[src/rtl/regstate_pkg.sv]
// Shared types for the register hazard scoreboard: index/counter widths and per-entry status.
package regstate_pkg;

    localparam int unsigned REG_COUNT_DEF      = 16;
    localparam int unsigned READ_CNT_WIDTH_DEF = 4;
    localparam int unsigned REG_IDX_W          = $clog2(REG_COUNT_DEF);

    typedef logic [REG_IDX_W-1:0]          reg_idx_t;
    typedef logic [READ_CNT_WIDTH_DEF-1:0] rd_cnt_t;

    typedef struct packed {
        logic dirty;
        logic to_be_written;
        logic to_be_read;
    } reg_status_t;

endpackage

[src/rtl/register_state_entry.sv]
// One scoreboard entry: Dirty, ToBeWritten and a saturating ToBeRead counter.
// ZERO_REG pins the entry to all-zero state and masks its hazard/error outputs.
module register_state_entry
    import regstate_pkg::*;
#(
    parameter int unsigned CNT_W    = 4,
    parameter int unsigned DEC_W    = 3,
    parameter bit          ZERO_REG = 1'b0
) (
    input  logic             clk,
    input  logic             async_rst,
    input  logic             clk_en,
    input  logic [1:0]       i_inc,
    input  logic             i_inc_acc,
    input  logic [DEC_W-1:0] i_dec,
    input  logic             i_disp_wr,
    input  logic             i_disp_mc,
    input  logic             i_load_clr,
    input  logic             i_wb_clr,
    output reg_status_t      o_status,
    output logic             o_sat,
    output logic             o_underflow
);

    localparam int unsigned SUM_W = ((CNT_W > DEC_W) ? CNT_W : DEC_W) + 2;
    localparam logic signed [SUM_W-1:0] MAX_S = SUM_W'((2 ** CNT_W) - 1);

    logic [CNT_W-1:0]        r_cnt;
    logic                    r_dirty;
    logic                    r_tbw;
    logic [1:0]              w_inc_eff;
    logic signed [SUM_W-1:0] w_try;
    logic signed [SUM_W-1:0] w_next;
    logic [CNT_W-1:0]        w_cnt_next;
    logic                    w_set_dirty;
    logic                    w_set_tbw;

    always_comb begin
        w_inc_eff   = i_inc_acc ? i_inc : 2'b00;
        // w_try assumes the dispatch lands; it drives back-pressure independent of acceptance
        w_try       = $signed(SUM_W'(r_cnt)) + $signed(SUM_W'(i_inc)) - $signed(SUM_W'(i_dec));
        w_next      = $signed(SUM_W'(r_cnt)) + $signed(SUM_W'(w_inc_eff)) - $signed(SUM_W'(i_dec));
        w_cnt_next  = w_next[SUM_W-1] ? '0 : ((w_next > MAX_S) ? '1 : w_next[CNT_W-1:0]);
        w_set_dirty = i_disp_wr && i_disp_mc;
        w_set_tbw   = i_disp_wr && (!i_disp_mc || r_dirty);
        o_sat       = !ZERO_REG && (w_try > MAX_S);
        o_underflow = !ZERO_REG && w_next[SUM_W-1];
    end

    always_ff @(posedge clk or posedge async_rst) begin
        if (async_rst) begin
            r_cnt   <= '0;
            r_dirty <= 1'b0;
            r_tbw   <= 1'b0;
        end else if (clk_en && !ZERO_REG) begin
            r_cnt   <= w_cnt_next;
            r_dirty <= w_set_dirty ? 1'b1 : (i_load_clr ? 1'b0 : r_dirty);
            r_tbw   <= w_set_tbw ? 1'b1 : (i_wb_clr ? 1'b0 : r_tbw);
        end
    end

    always_comb begin
        o_status.dirty         = r_dirty;
        o_status.to_be_written = r_tbw;
        o_status.to_be_read    = (r_cnt != '0);
    end

endmodule

[src/rtl/register_state_table.sv]
// Register-file hazard scoreboard: decodes dispatch/issue/writeback into per-entry events.
// Define REGSTATE_ZERO_REG_EN to hardwire register 0 as an untracked zero register.
module register_state_table
    import regstate_pkg::*;
#(
    parameter int unsigned REG_COUNT      = 16,
    parameter int unsigned READ_CNT_WIDTH = 4,
    parameter int unsigned ISSUE_PORTS    = 2
) (
    input  logic                                   clk,
    input  logic                                   async_rst,
    input  logic                                   clk_en,
    input  logic                                   dispatch_valid,
    output logic                                   dispatch_ready,
    input  logic [$clog2(REG_COUNT)-1:0]           dispatch_a_idx,
    input  logic [$clog2(REG_COUNT)-1:0]           dispatch_b_idx,
    input  logic                                   dispatch_b_used,
    input  logic                                   dispatch_writes_a,
    input  logic                                   dispatch_multicycle,
    input  logic [ISSUE_PORTS-1:0]                 issue_valid,
    input  logic [ISSUE_PORTS*$clog2(REG_COUNT)-1:0] issue_a_idx,
    input  logic [ISSUE_PORTS*$clog2(REG_COUNT)-1:0] issue_b_idx,
    input  logic [ISSUE_PORTS-1:0]                 issue_b_used,
    input  logic                                   writeback_valid,
    input  logic [$clog2(REG_COUNT)-1:0]           writeback_idx,
    input  logic                                   load_valid,
    input  logic [$clog2(REG_COUNT)-1:0]           load_idx,
    output logic [REG_COUNT-1:0]                   dirty_vec,
    output logic [REG_COUNT-1:0]                   to_be_written_vec,
    output logic [REG_COUNT-1:0]                   to_be_read_vec,
    output logic                                   underflow_err
);

    localparam int unsigned IDX_W = $clog2(REG_COUNT);
    localparam int unsigned DEC_W = $clog2(2 * ISSUE_PORTS + 1);
`ifdef REGSTATE_ZERO_REG_EN
    localparam bit ZERO_REG_EN = 1'b1;
`else
    localparam bit ZERO_REG_EN = 1'b0;
`endif

    logic [1:0]           w_inc [REG_COUNT];
    logic [DEC_W-1:0]     w_dec [REG_COUNT];
    reg_status_t          w_status [REG_COUNT];
    logic [REG_COUNT-1:0] w_disp_wr;
    logic [REG_COUNT-1:0] w_load_clr;
    logic [REG_COUNT-1:0] w_wb_clr;
    logic [REG_COUNT-1:0] w_sat;
    logic [REG_COUNT-1:0] w_uf;
    logic                 w_accept;
    logic                 r_underflow;

    always_comb begin
        for (int unsigned i = 0; i < REG_COUNT; i++) begin
            w_inc[i]      = '0;
            w_dec[i]      = '0;
            w_load_clr[i] = load_valid && (load_idx == IDX_W'(i));
            w_wb_clr[i]   = writeback_valid && (writeback_idx == IDX_W'(i));
            if (dispatch_valid && (dispatch_a_idx == IDX_W'(i)))
                w_inc[i] = w_inc[i] + 2'd1;
            if (dispatch_valid && dispatch_b_used && (dispatch_b_idx == IDX_W'(i)))
                w_inc[i] = w_inc[i] + 2'd1;
            for (int unsigned p = 0; p < ISSUE_PORTS; p++) begin
                if (issue_valid[p] && (issue_a_idx[p*IDX_W +: IDX_W] == IDX_W'(i)))
                    w_dec[i] = w_dec[i] + DEC_W'(1);
                if (issue_valid[p] && issue_b_used[p] && (issue_b_idx[p*IDX_W +: IDX_W] == IDX_W'(i)))
                    w_dec[i] = w_dec[i] + DEC_W'(1);
            end
        end
    end

    assign dispatch_ready = ~|w_sat;
    assign w_accept       = dispatch_valid && dispatch_ready && clk_en;

    always_comb begin
        for (int unsigned i = 0; i < REG_COUNT; i++)
            w_disp_wr[i] = w_accept && dispatch_writes_a && (dispatch_a_idx == IDX_W'(i));
    end

    for (genvar g = 0; g < REG_COUNT; g++) begin : g_entry
        register_state_entry #(
            .CNT_W    (READ_CNT_WIDTH),
            .DEC_W    (DEC_W),
            .ZERO_REG (ZERO_REG_EN && (g == 0))
        ) u_entry (
            .clk         (clk),
            .async_rst   (async_rst),
            .clk_en      (clk_en),
            .i_inc       (w_inc[g]),
            .i_inc_acc   (dispatch_ready),
            .i_dec       (w_dec[g]),
            .i_disp_wr   (w_disp_wr[g]),
            .i_disp_mc   (dispatch_multicycle),
            .i_load_clr  (w_load_clr[g]),
            .i_wb_clr    (w_wb_clr[g]),
            .o_status    (w_status[g]),
            .o_sat       (w_sat[g]),
            .o_underflow (w_uf[g])
        );
        assign dirty_vec[g]         = w_status[g].dirty;
        assign to_be_written_vec[g] = w_status[g].to_be_written;
        assign to_be_read_vec[g]    = w_status[g].to_be_read;
    end

    always_ff @(posedge clk or posedge async_rst) begin
        if (async_rst)
            r_underflow <= 1'b0;
        else if (clk_en && (|w_uf))
            r_underflow <= 1'b1;
    end

    assign underflow_err = r_underflow;

endmodule

[config.mk]
export PLATFORM = sky130hd
export DESIGN_NAME = register_state_table
export DESIGN_NICKNAME = d
export VERILOG_FILES = /design/src/rtl/regstate_pkg.sv /design/src/rtl/register_state_entry.sv /design/src/rtl/register_state_table.sv
export SDC_FILE = /design/constraint.sdc
export NUM_CORES = 1
export LEC_CHECK = 0
export BUFFER_PORTS_ARGS = -buffer_cell sky130_fd_sc_hd__buf_2
export CAP_MARGIN = 20
export CORE_MARGIN = 2
export CORE_UTILIZATION = 30
export CTS_CLUSTER_SIZE = 14
export DETAILED_ROUTE_END_ITERATION = 8
export GPL_ROUTABILITY_DRIVEN = 0
export PLACE_DENSITY_LB_ADDON = 0.08
export REMOVE_ABC_BUFFERS = 1
export SLEW_MARGIN = 20
export SYNTH_ARGS = -nofsm -noshare
export SYNTH_HDL_FRONTEND = slang
export SYNTH_SLANG_ARGS = --single-unit
[constraint.sdc]
create_clock -name clk -period 16.9 [get_ports clk]
set_clock_uncertainty 0.2 [all_clocks]
set_input_delay 0.845 -clock clk [delete_from_list [all_inputs] [get_ports clk]]
set_output_delay 0.845 -clock clk [all_outputs]
set_load 0.01 [all_outputs]
==> metrics list <==
* IR Drop Worst-Case VDD: 0.0520 mV
- The detail route stage leaves a number of antenna-violating nets equal to 0.
- CP Capture Type: register
- Synth Warn #: 0
- The tree is rooted in a sky130_fd_sc_hd__clkbuf_16.
- Counting distinct cell types in the post-synthesis netlist gives 67.
- Utilization after layout: about a third
* Final Critical Period: between 7000 and 8000 ps
* Flop and latch count out of synthesis: 97
- In the global route stage, overall resource usage came out at 18.4%.
- Hold_buf cts: 0
- Antenna violations before repair: 8
- Unrepaired setup endpoints after global routing: false
* Wire length of the first global-routing pass: 68.0 mm
* Die Outline Area: about 50000 um^2
- Tightest slew margin relative to the limit: around 30%
- Among all flip-flop cells after synthesis, the most frequent one is sky130_fd_sc_hd__dfrtp_1.
- Final count of hold timing violations: 0
- Of the total synthesized cell area, the portion taken by XOR and XNOR cells is 8.12%.
- Height of the die: 221 um
* Fraction of the mapped netlist area in simple logic gates: a little under a fifth
- Critical path arrival: 7770 ps
- Share of the synthesized area in the top cell type: between 15 and 20%
- Maximum level of the CTS H-tree: 3
* Layout cell share with drive strength beyond 1: between 10% and 20%
- 95 I/O pins were placed.
* Final instance area: 15300 um^2
- The count of buffers added on input and output ports is 94.
- Dividing the synthesized area by the synthesized cell count gives around 8.5 um^2.
* Async SR Flop Fraction: 100%
* Synth Area in Adders: a little over a quarter
- For this design the ratio of total power to cell area is around 100 nW/um^2.
- Net count of the finished layout: around 2000
- The tightest min-delay check is of the register to register type.
- Post-cts repair resize count: 0
* Clock tree from TritonCTS: done
* Number of enable-type register cells in the synthesized netlist: 0
- The analysis attributes to cell leakage a power of around 7.3 nW.
* Total Neg Setup Slack: 0 ps
* Number of CTS-inserted buffers: 9
- GRT Residual Overflow: 0
- Num Clock Sinks: 97
* Worst setup path class: primary input to register
- Count of maximum capacitance violations: 0
- The synthesized design spends more area on one cell type than any other, namely sky130_fd_sc_hd__ha_1.
* Number of global-route vias before repair: between 10000 and 15000
* Horizontal die dimension: between 200 and 250 um
- The core region is about 46000 um^2.
- Top cells by area, synth: sky130_fd_sc_hd__ha_1 (20%), sky130_fd_sc_hd__dfrtp_1 (17%), sky130_fd_sc_hd__fa_1 (6.8%)
* Endpoints failing setup: 0
- Worst EP required: between 15000 and 20000 ps
- Max Fclk: between 0.1 and 0.15 GHz
* Post-synthesis instance area: 14100 um^2
* Via Count: 11900
- Final Slew Violations: 0
- Number of core rows: 79
- In the final layout, flip-flops and latches occupy between 2000 and 2500 um^2.
- In the final routed layout, each cell accounts on average for about 19 um.
- STA classifies the critical path startpoint as a primary input.
- For this run, design rule violations remaining after detail routing come to 0.
- Detail-routed via count per cell: between 5 and 6
- Detailed placement ended at an HPWL of 35.3 mm.
- Fillcell total: 4922
- Clock-pin slew was measured on the worst setup and hold paths at 90 ps.
- Max FO, Critical Path: between 60 and 70
- Growth of design area from synthesis to finish: 8.37%
* Post-synthesis compound-gate area fraction: a little under a fifth
* Proportion of synthesized chip area in sequential cells: between 10% and 20%
- At the pin with the least slew margin, the transition time is between 1000 and 1500 ps.
* Total placed instance area: roughly 15000 um^2
- Largest net degree at the start of global routing: 66
- Drt first pass iters: 5
- Starting density of the core: 30.3%
- After synthesis, the largest family of logic cells by area is adder cells.
- Status: finished, final reports clean
- In this run the deepest clock path goes through 2 buffers.
* Synthesized instance count: around 1700
* Final critical-path share of the clock period: 45.1%
* Area occupied by multi-input gates: 10400 um^2
* Share of cell area taken by muxes after synthesis: 1.86%
* Post CTS Setup Buffer Count: 0
- Wires add up to between 40 and 50 mm.
* Worst-Skew Late Latency: approximately 410 ps
- For this block, the initial DRC count from the detailed router was about 770.
cell families after synthesis:
kind of cell | count (synthesis)
simple gates | 462
compound gates | 411
buf+inv | 292
fa+ha+maj | 272
xor+xnor | 106
flops | 97
mux | 26
synth_stat cells (6+ instances only):
cell type                   count
sky130_fd_sc_hd__a211oi_1      24
sky130_fd_sc_hd__a21oi_1       70
sky130_fd_sc_hd__or2_2          9
sky130_fd_sc_hd__xnor2_1       41
sky130_fd_sc_hd__mux2i_1       25
sky130_fd_sc_hd__a31oi_1       22
sky130_fd_sc_hd__a21o_1        13
sky130_fd_sc_hd__ha_1         224
sky130_fd_sc_hd__clkbuf_1      30
sky130_fd_sc_hd__xor3_1         8
sky130_fd_sc_hd__nor2_1       129
sky130_fd_sc_hd__nand3b_1       9
sky130_fd_sc_hd__a22oi_1        7
sky130_fd_sc_hd__inv_1        219
sky130_fd_sc_hd__nor3_2        39
sky130_fd_sc_hd__xnor3_1        7
sky130_fd_sc_hd__a2111oi_0      6
sky130_fd_sc_hd__nor3_1        30
sky130_fd_sc_hd__fa_1          48
sky130_fd_sc_hd__dfrtp_1       97
sky130_fd_sc_hd__nand3_1       41
sky130_fd_sc_hd__nor2b_1       24
sky130_fd_sc_hd__o22ai_1        6
sky130_fd_sc_hd__o21ai_0      112
sky130_fd_sc_hd__o21ai_1       32
sky130_fd_sc_hd__xor2_1        50
sky130_fd_sc_hd__nand2_1       56
sky130_fd_sc_hd__nand4b_1      12
sky130_fd_sc_hd__nand4_1       53
sky130_fd_sc_hd__and4_1         6
sky130_fd_sc_hd__nand2b_1      26
sky130_fd_sc_hd__o211ai_1      71
sky130_fd_sc_hd__buf_4         36
sky130_fd_sc_hd__o211a_1       15
worst paths after layout:
| kind | from | to | slack (ps) | depth (start not counted) |
|---|---|---|---|---|
| max | dispatch_valid | underflow_err$_DFFE_PP0P_ | 9270 | 25 |
| min | g_entry[11].u_entry.r_tbw$_DFFE_PP0P_ | g_entry[11].u_entry.r_tbw$_DFFE_PP0P_ | 320 | 2 |
| max reg2reg | g_entry[7].u_entry.r_cnt[0]$_DFFE_PP0P_ | underflow_err$_DFFE_PP0P_ | 10270 | 19 |
| min reg2reg | g_entry[11].u_entry.r_tbw$_DFFE_PP0P_ | g_entry[11].u_entry.r_tbw$_DFFE_PP0P_ | 320 | 2 |
| max in group asynchronous | async_rst | g_entry[5].u_entry.r_cnt[1]$_DFFE_PP0P_ | 14890 | 3 |
| min in group asynchronous | async_rst | g_entry[12].u_entry.r_cnt[1]$_DFFE_PP0P_ | 370 | 2 |
metrics by stage:
step                cells  total power, W  worst slack, ps  hold WS [ps]
detailed placement   2300         0.00133             8770           301
floorplan            1593         0.00104             9050           293
global route         2317         0.00174             8840           343
finish               2319         0.00157             9270           315
global placement     2300         0.00133             8760           311
CTS                  2316         0.00159             9180           321
layer usage:
metal  up-vias  global-route usage, %  routed length [um]
met1      5647                   24.9               20900
met2       199                   29.8               19900
met4         6                   5.49                1060
met5         -                      0                  48
met3        58                   3.16                1420
li1       5967                      -                   -
where the power goes:
| part | internal, W | switching [W] |
|---|---|---|
| Combinational | 0.000372 | 0.000515 |
| Sequential | 0.000312 | 0.000120 |
| Clock | 0.000120 | 0.000128 |
| Total | 0.000803 | 0.000762 |
cells in the final DEF, fill, tap and decap left out, types with 15 or more instances in the layout:
master	Yosys	routed
sky130_fd_sc_hd__xor2_1	50	50
sky130_fd_sc_hd__o21ai_0	112	112
sky130_fd_sc_hd__o211a_1	15	15
sky130_fd_sc_hd__nor3_1	30	30
sky130_fd_sc_hd__nand2b_1	26	26
sky130_fd_sc_hd__fa_1	48	48
sky130_fd_sc_hd__nand4_1	53	53
sky130_fd_sc_hd__nand2_1	56	55
sky130_fd_sc_hd__dfrtp_1	97	97
sky130_fd_sc_hd__inv_1	219	218
sky130_fd_sc_hd__buf_2	0	93
sky130_fd_sc_hd__nand3_1	41	41
sky130_fd_sc_hd__nor2_1	129	129
sky130_fd_sc_hd__ha_1	224	224
sky130_fd_sc_hd__a21oi_1	70	70
sky130_fd_sc_hd__a211oi_1	24	24
sky130_fd_sc_hd__o21ai_1	32	32
sky130_fd_sc_hd__mux2i_1	25	25
sky130_fd_sc_hd__nor2b_1	24	24
sky130_fd_sc_hd__xnor2_1	41	41
sky130_fd_sc_hd__o211ai_1	71	71
sky130_fd_sc_hd__a31oi_1	22	22
sky130_fd_sc_hd__nor3_2	39	39
layout make-up:
class	instances	area share, %
clock inverter	7	0.606
antenna	3	0.0491
timing repair buffer	100	3.39
sequential	97	15.9
tap	607	4.97
multi-input combinational	1277	68.2
inverter	219	5.40
clock buffer	9	1.47
flip-flops by register name, indices dropped and copies added, names as in the netlist:
name,count
underflow_err,1
g_entry.u_entry.r_dirty,16
g_entry.u_entry.r_cnt,64
g_entry.u_entry.r_tbw,16
critical path, cell delays in order:
cell and delay (ps):
sky130_fd_sc_hd__buf_2 170, sky130_fd_sc_hd__nand2_1 80, sky130_fd_sc_hd__or3_1 440, sky130_fd_sc_hd__nor2_1 190
sky130_fd_sc_hd__ha_1 280, sky130_fd_sc_hd__ha_1 220, sky130_fd_sc_hd__fa_1 420, sky130_fd_sc_hd__xor2_1 180
sky130_fd_sc_hd__ha_1 300, sky130_fd_sc_hd__and4_1 190, sky130_fd_sc_hd__a22oi_1 440, sky130_fd_sc_hd__nand3_1 140
sky130_fd_sc_hd__nor3_1 210, sky130_fd_sc_hd__o311ai_1 120, sky130_fd_sc_hd__or4_4 930, sky130_fd_sc_hd__nor3_2 280
sky130_fd_sc_hd__ha_1 220, sky130_fd_sc_hd__fa_1 480, sky130_fd_sc_hd__ha_1 290, sky130_fd_sc_hd__nor2b_1 140
sky130_fd_sc_hd__o21ai_0 270, sky130_fd_sc_hd__nand4b_1 320, sky130_fd_sc_hd__and4_1 380, sky130_fd_sc_hd__nand4_1 100
sky130_fd_sc_hd__a21o_1 110
Power figures use the tool's default switching activity.
